`config.mk`:
```
export PLATFORM = sky130hd
export DESIGN_NAME = ann_layer_sequencer_flat
export DESIGN_NICKNAME = d
export VERILOG_FILES = /design/src/rtl/ann_layer_sequencer_if.sv /design/src/rtl/ann_layer_sequencer.sv /design/src/flat_wrapper.sv
export SDC_FILE = /design/constraint.sdc
export NUM_CORES = 1
export LEC_CHECK = 0
export BUFFER_PORTS_ARGS = -buffer_cell sky130_fd_sc_hd__buf_2
export CAP_MARGIN = 10
export CORE_AREA = 4 4 101 103
export CTS_BUF_LIST = sky130_fd_sc_hd__clkbuf_16
export CTS_CLUSTER_SIZE = 25
export DETAILED_ROUTE_END_ITERATION = 16
export DIE_AREA = 0 0 105 107
export HOLD_SLACK_MARGIN = 0.03
export MAX_ROUTING_LAYER = met4
export PLACE_DENSITY_LB_ADDON = 0.12
export SLEW_MARGIN = 0
export SYNTH_ARGS = -nofsm -noshare
export SYNTH_HDL_FRONTEND = slang
export SYNTH_SLANG_ARGS = --single-unit
```
`constraint.sdc`:
```
create_clock -name clk -period 7.68 [get_ports clk]
set_input_delay 1.536 -clock clk [delete_from_list [all_inputs] [get_ports clk]]
set_output_delay 1.536 -clock clk [all_outputs]
set_load 0.1 [all_outputs]
```
`src/rtl/ann_layer_sequencer_if.sv`:
```
// Handshake, configuration and shared-neuron bus of the ANN layer sequencer.
// The slave side is the sequencer; the master side is the wrapper plus neuron datapath.
interface ann_layer_sequencer_if #(parameter int DW = 4);
  logic            start_i;
  logic [DW-1:0]   in1_i;
  logic [DW-1:0]   in2_i;
  logic            cfg_we_i;
  logic [1:0]      cfg_addr_i;
  logic [3*DW-1:0] cfg_data_i;
  logic            busy_o;
  logic            done_o;
  logic [DW-1:0]   out_o;
  logic            cfg_err_o;
  logic            n_go_o;
  logic [DW-1:0]   n_in1_o;
  logic [DW-1:0]   n_in2_o;
  logic [DW-1:0]   n_w1_o;
  logic [DW-1:0]   n_w2_o;
  logic [DW-1:0]   n_t_o;
  logic [DW-1:0]   n_out_i;

  modport slave (
    input  start_i, in1_i, in2_i, cfg_we_i, cfg_addr_i, cfg_data_i, n_out_i,
    output busy_o, done_o, out_o, cfg_err_o,
           n_go_o, n_in1_o, n_in2_o, n_w1_o, n_w2_o, n_t_o
  );

  modport master (
    output start_i, in1_i, in2_i, cfg_we_i, cfg_addr_i, cfg_data_i, n_out_i,
    input  busy_o, done_o, out_o, cfg_err_o,
           n_go_o, n_in1_o, n_in2_o, n_w1_o, n_w2_o, n_t_o
  );
endinterface

```
`src/rtl/ann_layer_sequencer.sv`:
```
// Time-multiplexes one shared neuron over a 2-2-1 network (H0, H1, then O),
// holding the per-neuron {w1,w2,t} bank and sequencing issue, wait and capture.
module ann_layer_sequencer #(
  parameter int NEU_LAT = 1,
  parameter int DW      = 4
) (
  input logic                   clk,
  input logic                   rst,
  ann_layer_sequencer_if.slave  bus
);

  typedef enum logic [1:0] {IDLE, ISSUE, WAIT, DONE} state_e;

  localparam logic [2:0] LatInit = 3'(NEU_LAT);

  state_e          state_q, state_d;
  logic [1:0]      step_q, step_d;
  logic [2:0]      waitCnt_q, waitCnt_d;
  logic [3*DW-1:0] bank_q [3];
  logic [DW-1:0]   in1Lat_q, in2Lat_q, h0_q, out_q;
  logic [DW-1:0]   nIn1_q, nIn2_q, nW1_q, nW2_q, nT_q;
  logic            cfgErr_q;

  logic            accept, cfgOk, lastWait, loadOps;
  logic [3*DW-1:0] nextEntry;
  logic [DW-1:0]   opA, opB;

  assign accept   = (state_q == IDLE) && bus.start_i;
  assign cfgOk    = bus.cfg_we_i && (state_q == IDLE) && (bus.cfg_addr_i != 2'd3);
  assign lastWait = (state_q == WAIT) && (waitCnt_q == 3'd1);
  assign loadOps  = accept || (lastWait && (step_q != 2'd2));

  always_ff @(posedge clk or posedge rst) begin
    if (rst) begin
      state_q   <= IDLE;
      step_q    <= '0;
      waitCnt_q <= '0;
    end else begin
      state_q   <= state_d;
      step_q    <= step_d;
      waitCnt_q <= waitCnt_d;
    end
  end

  always_comb begin
    state_d   = state_q;
    step_d    = step_q;
    waitCnt_d = waitCnt_q;
    case (state_q)
      IDLE: begin
        if (bus.start_i) begin
          state_d = ISSUE;
          step_d  = 2'd0;
        end
      end
      ISSUE: begin
        state_d   = WAIT;
        waitCnt_d = LatInit;
      end
      WAIT: begin
        waitCnt_d = waitCnt_q - 3'd1;
        if (waitCnt_q == 3'd1) begin
          if (step_q == 2'd2) begin
            state_d = DONE;
          end else begin
            state_d = ISSUE;
            step_d  = step_q + 2'd1;
          end
        end
      end
      DONE:    state_d = IDLE;
      default: state_d = IDLE;
    endcase
  end

  always_comb begin
    bus.busy_o = (state_q != IDLE);
    bus.done_o = (state_q == DONE);
    bus.n_go_o = (state_q == ISSUE);
  end

  // Operands for the step about to issue; a same-edge write to entry 0 is forwarded,
  // and H1's result goes straight into operand 2 so no separate h1 register is kept.
  always_comb begin
    nextEntry = bank_q[0];
    opA       = bus.in1_i;
    opB       = bus.in2_i;
    if (accept) begin
      if (cfgOk && (bus.cfg_addr_i == 2'd0)) nextEntry = bus.cfg_data_i;
    end else if (step_q == 2'd0) begin
      nextEntry = bank_q[1];
      opA       = in1Lat_q;
      opB       = in2Lat_q;
    end else begin
      nextEntry = bank_q[2];
      opA       = h0_q;
      opB       = bus.n_out_i;
    end
  end

  always_ff @(posedge clk or posedge rst) begin
    if (rst) begin
      for (int i = 0; i < 3; i++) bank_q[i] <= '0;
      cfgErr_q <= 1'b0;
    end else begin
      for (int i = 0; i < 3; i++) begin
        if (cfgOk && (bus.cfg_addr_i == 2'(i))) bank_q[i] <= bus.cfg_data_i;
      end
      cfgErr_q <= bus.cfg_we_i && !cfgOk;
    end
  end

  always_ff @(posedge clk or posedge rst) begin
    if (rst) begin
      in1Lat_q <= '0;
      in2Lat_q <= '0;
      h0_q     <= '0;
      out_q    <= '0;
      nIn1_q   <= '0;
      nIn2_q   <= '0;
      nW1_q    <= '0;
      nW2_q    <= '0;
      nT_q     <= '0;
    end else begin
      if (accept) begin
        in1Lat_q <= bus.in1_i;
        in2Lat_q <= bus.in2_i;
      end
      if (lastWait && (step_q == 2'd0)) h0_q  <= bus.n_out_i;
      if (lastWait && (step_q == 2'd2)) out_q <= bus.n_out_i;
      if (loadOps) begin
        nIn1_q <= opA;
        nIn2_q <= opB;
        nW1_q  <= nextEntry[3*DW-1:2*DW];
        nW2_q  <= nextEntry[2*DW-1:DW];
        nT_q   <= nextEntry[DW-1:0];
      end
    end
  end

  assign bus.out_o     = out_q;
  assign bus.cfg_err_o = cfgErr_q;
  assign bus.n_in1_o   = nIn1_q;
  assign bus.n_in2_o   = nIn2_q;
  assign bus.n_w1_o    = nW1_q;
  assign bus.n_w2_o    = nW2_q;
  assign bus.n_t_o     = nT_q;

endmodule

```
`src/flat_wrapper.sv`:
```
// flat-port wrapper written by rule: the top's interface ports become plain ports
module ann_layer_sequencer_flat 
#(
  parameter int NEU_LAT = 1,
  parameter int DW      = 4
)
  (clk, rst, bus_start_i, bus_in1_i, bus_in2_i, bus_cfg_we_i, bus_cfg_addr_i, bus_cfg_data_i, bus_n_out_i, bus_busy_o, bus_done_o, bus_out_o, bus_cfg_err_o, bus_n_go_o, bus_n_in1_o, bus_n_in2_o, bus_n_w1_o, bus_n_w2_o, bus_n_t_o);
  ann_layer_sequencer_if #(.DW(DW)) bus_i ();
  input logic clk;
  input logic rst;
  input wire logic [$bits(bus_i.start_i)-1:0] bus_start_i;
  input wire logic [$bits(bus_i.in1_i)-1:0] bus_in1_i;
  input wire logic [$bits(bus_i.in2_i)-1:0] bus_in2_i;
  input wire logic [$bits(bus_i.cfg_we_i)-1:0] bus_cfg_we_i;
  input wire logic [$bits(bus_i.cfg_addr_i)-1:0] bus_cfg_addr_i;
  input wire logic [$bits(bus_i.cfg_data_i)-1:0] bus_cfg_data_i;
  input wire logic [$bits(bus_i.n_out_i)-1:0] bus_n_out_i;
  output wire logic [$bits(bus_i.busy_o)-1:0] bus_busy_o;
  output wire logic [$bits(bus_i.done_o)-1:0] bus_done_o;
  output wire logic [$bits(bus_i.out_o)-1:0] bus_out_o;
  output wire logic [$bits(bus_i.cfg_err_o)-1:0] bus_cfg_err_o;
  output wire logic [$bits(bus_i.n_go_o)-1:0] bus_n_go_o;
  output wire logic [$bits(bus_i.n_in1_o)-1:0] bus_n_in1_o;
  output wire logic [$bits(bus_i.n_in2_o)-1:0] bus_n_in2_o;
  output wire logic [$bits(bus_i.n_w1_o)-1:0] bus_n_w1_o;
  output wire logic [$bits(bus_i.n_w2_o)-1:0] bus_n_w2_o;
  output wire logic [$bits(bus_i.n_t_o)-1:0] bus_n_t_o;
  assign bus_i.start_i = bus_start_i;
  assign bus_i.in1_i = bus_in1_i;
  assign bus_i.in2_i = bus_in2_i;
  assign bus_i.cfg_we_i = bus_cfg_we_i;
  assign bus_i.cfg_addr_i = bus_cfg_addr_i;
  assign bus_i.cfg_data_i = bus_cfg_data_i;
  assign bus_i.n_out_i = bus_n_out_i;
  assign bus_busy_o = bus_i.busy_o;
  assign bus_done_o = bus_i.done_o;
  assign bus_out_o = bus_i.out_o;
  assign bus_cfg_err_o = bus_i.cfg_err_o;
  assign bus_n_go_o = bus_i.n_go_o;
  assign bus_n_in1_o = bus_i.n_in1_o;
  assign bus_n_in2_o = bus_i.n_in2_o;
  assign bus_n_w1_o = bus_i.n_w1_o;
  assign bus_n_w2_o = bus_i.n_w2_o;
  assign bus_n_t_o = bus_i.n_t_o;
  ann_layer_sequencer #(.NEU_LAT(NEU_LAT), .DW(DW)) u_core (.clk(clk), .rst(rst), .bus(bus_i));
endmodule
```
## After elaboration in Yosys (flattened, before gate mapping)

Index checks and enable logic that the tools add are counted.

- Reductions and logical operators: 21
- Equal/unequal tests: 12
- Multiplexer cells: 16
- $add $sub $neg: 2

Operators by type and width:

| operator | number |
|---|---|
| 2-to-1 mux 12 bit | 3 |
| 2-to-1 mux 4 bit | 4 |
| 2-to-1 mux 2 bit | 6 |
| logical AND 1 bit | 11 |
| inequality test 2 bit (second input constant) | 5 |
| equality test 2 bit (second input constant) | 4 |
| case mux 2 bit (4 select lines) | 1 |
| zero test 2 bit | 3 |
| case mux 3 bit (2 select lines) | 1 |
| nonzero test 2 bit | 3 |
| equality test 2 x 1 -> 1 bit (second input constant) | 2 |
| case mux 2 bit (2 select lines) | 1 |
| AND reduction 4 bit | 1 |
| equality test 3 x 1 -> 1 bit (second input constant) | 1 |
| subtractor 3 x 1 -> 3 bit (second input constant) | 1 |
| adder 2 x 1 -> 2 bit (second input constant) | 1 |
| AND reduction 2 bit | 1 |
| zero test 1 bit | 1 |
| logical OR 1 bit | 1 |

- Flip-flop bits (word level): 80

## Logic depth before layout (Yosys ltp)

- Depth after elaboration: 6
- Gate-level depth with buffers: 8
- Mapped depth without buffers: 5

## Worst setup path before layout

No wires, ideal clock.

- Path kind: register to output
- Start point: register u_core.state_q[0]
- End point: output bus_busy_o
- Arrival time: 1.367 ns
- Path buffers: 1
- Stages on the path, launching flop included: 5
- Setup slack: 4.777 ns
- Cells stage by stage: dfrtp_1 > inv_1 > ha_1 > buf_6 > inv_1

- Word-level cells in the longest chain between the ends: 1

RTL lines:

| element | line | source |
|---|---|---|
| start, declared | ann_layer_sequencer.sv:16 | `state_e state_q, state_d;` |
| start signal, assigned | ann_layer_sequencer.sv:39 | `state_q <= state_d;` |
| nonzero test 2 bit | ann_layer_sequencer.sv:77 | `bus.busy_o = (state_q != IDLE);` |
| end, declared | flat_wrapper.sv:18 | `output wire logic [$bits(bus_i.busy_o)-1:0] bus_busy_o;` |

No other way between the ends.

## Worst setup path after layout

Same ends and word-level chain as after synthesis.

==> out/metrics.yaml <==
status:
  status: "finished clean"
cts:
  clock_sinks: 80
  cts_buffers: 9
  htreeDepth: 3
  post_cts_resized: 0
  holdBufCountCts: 0
  clk_path_buf_depth: 2
  cts_tree: "yes"
  clockRootBuffer: "clkbuf_16"
  clock_latency_ns: 0.33
  cts_setup_buffers: 0
  clk_pin_slew_ns: 0.06
grt:
  grt_use_total_pct: 14.1
  grt_start_max_net_pins: 81
  antenna_found_initial: 0
  grt_pass1_vias: 2318
  grt_pass1_wl_um: 12100
  overflow: 0
yosys:
  synth_area_um2: 3750
  synth.distinct_cells: 32
  synth.avg_cell_area_um2: 13.8
  syn_nets: 310
  yosysWarnings: 0
  synth_cells: 271
  synth_seq_cells: 80
  ys_seq_area_share_pct: 53.4
floorplanning:
  num_io_pins: 58
  die_y_um: 107
  core_area_um2: 9200
  die_x_um: 105
  dieArea_um2: 11200
  initial_core_util_pct: 40.7
  num_rows: 35
worst_setup_path:
  critPathMaxFanout: 10
  cp_slowest_stage_delay_ns: 0.43
  cp_common_cell: "inv_1"
  worstPathRequired_ns: 6.14
  cp_data_arrival_time_ns: 1.72
  slowest_stage: "buf_2"
  critPathKind: "flop to output port"
  cp-start-kind: "flop"
  cp-end-kind: "output port"
  crit_chain: "inv_1, ha_1, inv_1, buf_2"
route:
  firstDrtPassIters: 4
  wl_met1_um: 3560
  met3_length_um: 249
  first_iter_violations: 68
  wl_met2_um: 3460
  drc: 0
  wl_um: 7310
  via_per_inst: 4.97
  wl_per_cell_um: 16.4
  top_layer: "met4"
  vias: 2213
  ant_nets: 0
sta:
  final.setup.worst_slack_ns: 4.42
  rsz0062_at_grt: "false"
  report.final.slew_viol_count: 0
  min_period_over_period_pct: 42.4
  whs_ns: 0.470
  tightest_slew_ns: 1.01
  max_freq_mhz: 307
  setup_viol: 0
  fin_crit_ns: 3.26
  finClkSkew_ns: 0.00782
  maxSlewHeadroom_pct: 32.6
  finalHoldViolCount: 0
  setup_tns_ns: 0
layout:
  seq_area_um2: 2000
  layout_commonest_cell: "dfrtp_1"
  multi_input_area_um2: 1620
  diodes: 0
  fillCellCount: 833
  drive_gt1_share_pct: 52.4
  layout_common_cells: "dfrtp_1, mux2_2, buf_2, nand2_1"
  final_nets: 368
  area_growth_pct: 17.2
flow_run:
  cap_violations: 0
placed_design:
  port_buffers: 57
  dp_hpwl_um: 4800
  globalplace.congestion: 0.689
  preCtsSetupSlack_ns: 4.63
min_path:
  holdCritPathClass: "flop to flop"
[logic make-up (layout without fill, tap and decap cells)]
group | after synthesis | in the layout | share of synthesized area [%]
flip-flops | 80 | 80 | 53.4
AO/OA/AOI/OAI | 20 | 20 | 4.04
adder cells (fa/ha/maj) | 9 | 9 | 3.01
buffers and inverters | 22 | 85 | 3.41
AND/OR/NAND/NOR | 43 | 43 | 6.24
multiplexers | 97 | 97 | 29.9
[critical path, delay by kind of cell (launching register included)]
kind	cells	cell delay (ns)
buf+inv	3	0.65
flops	1	0.40
fa+ha+maj	1	0.35
[path summary, 6_finish.rpt]
| path | slack [ns] | cells past startpoint | to | start |
|---|---|---|---|---|
| max | 4.42 | 4 | bus_busy_o | u_core.state_q[0] |
| min | 0.47 | 2 | u_core.in2Lat_q[0] | u_core.in2Lat_q[0] |
| max reg2reg | 5.02 | 6 | u_core.bus.n_w2_o[2] | u_core.state_q[0] |
| min reg2reg | 0.47 | 2 | u_core.in2Lat_q[0] | u_core.in2Lat_q[0] |
| max in group asynchronous | 5.50 | 3 | u_core.bus.n_in1_o[0] | rst |
| min in group asynchronous | 1.50 | 3 | u_core.state_q[0] | rst |
[state kept, by name, indices dropped and copies added (netlist names)]
register	cells
u_core.bank_q	36
u_core.bus.n_in1_o	4
u_core.bus.n_in2_o	4
u_core.bus.n_t_o	4
u_core.bus.n_w1_o	4
u_core.bus.n_w2_o	4
u_core.bus.out_o	4
u_core.h0_q	4
u_core.in1Lat_q	4
u_core.in2Lat_q	4
u_core.waitCnt_q	3
u_core.state_q	2
u_core.step_q	2
u_core.bus.cfg_err_o	1
[layer usage]
layer | GRT usage (%) | vias up
met5 | - | -
met4 | 3.37 | 0
met3 | 3.85 | 2
met2 | 21.7 | 35
met1 | 18.7 | 1101
li1 | - | 1075
[synthesized netlist by cell type (all sizes together)]
cell type / number / share of area, %
and4bb: 1 / 0.43
nand3b: 1 / 0.20
o21bai: 1 / 0.20
o2bb2ai: 1 / 0.23
o22ai: 1 / 0.17
inv: 9 / 0.90
mux2i: 8 / 2.1
mux2: 89 / 28
a211oi: 1 / 0.20
a21boi: 1 / 0.20
nor4bb: 1 / 0.67
ha: 9 / 3.0
o32a: 1 / 0.27
or2b: 2 / 0.40
dfrtp: 80 / 53
or3b: 1 / 0.23
nand4b: 2 / 0.47
and2: 1 / 0.17
nor2b: 2 / 0.33
o21ai: 11 / 2.3
nor2: 1 / 0.10
a2111oi: 1 / 0.23
a21oi: 2 / 0.27
clkbuf: 4 / 0.40
buf: 9 / 2.1
nand3: 4 / 0.53
nand2: 27 / 2.7
[area by class of cell]
type / instances / area share, %
inverters: 9 / 0.798
repair buffers: 60 / 7.01
multi-input cells: 169 / 36.8
well taps: 111 / 3.16
clock inverters: 7 / 1.45
flip-flops and latches: 80 / 45.6
clock buffers: 9 / 5.13
[through the flow]
| step | area [um2] | instances | utilization [%] |
|---|---|---|---|
| final | 4390 | 445 | 47.7 |
| after global routing | 4390 | 445 | 47.7 |
| after CTS | 4390 | 445 | 47.7 |
| after detailed placement | 4100 | 429 | 44.6 |
| after global placement | 4100 | 429 | 44.6 |
| after floorplan | 3750 | 271 | - |
Power is left out: the tool's default activity adds up to more than one toggle a clock period on the data nets, which glitch-free logic cannot reach.
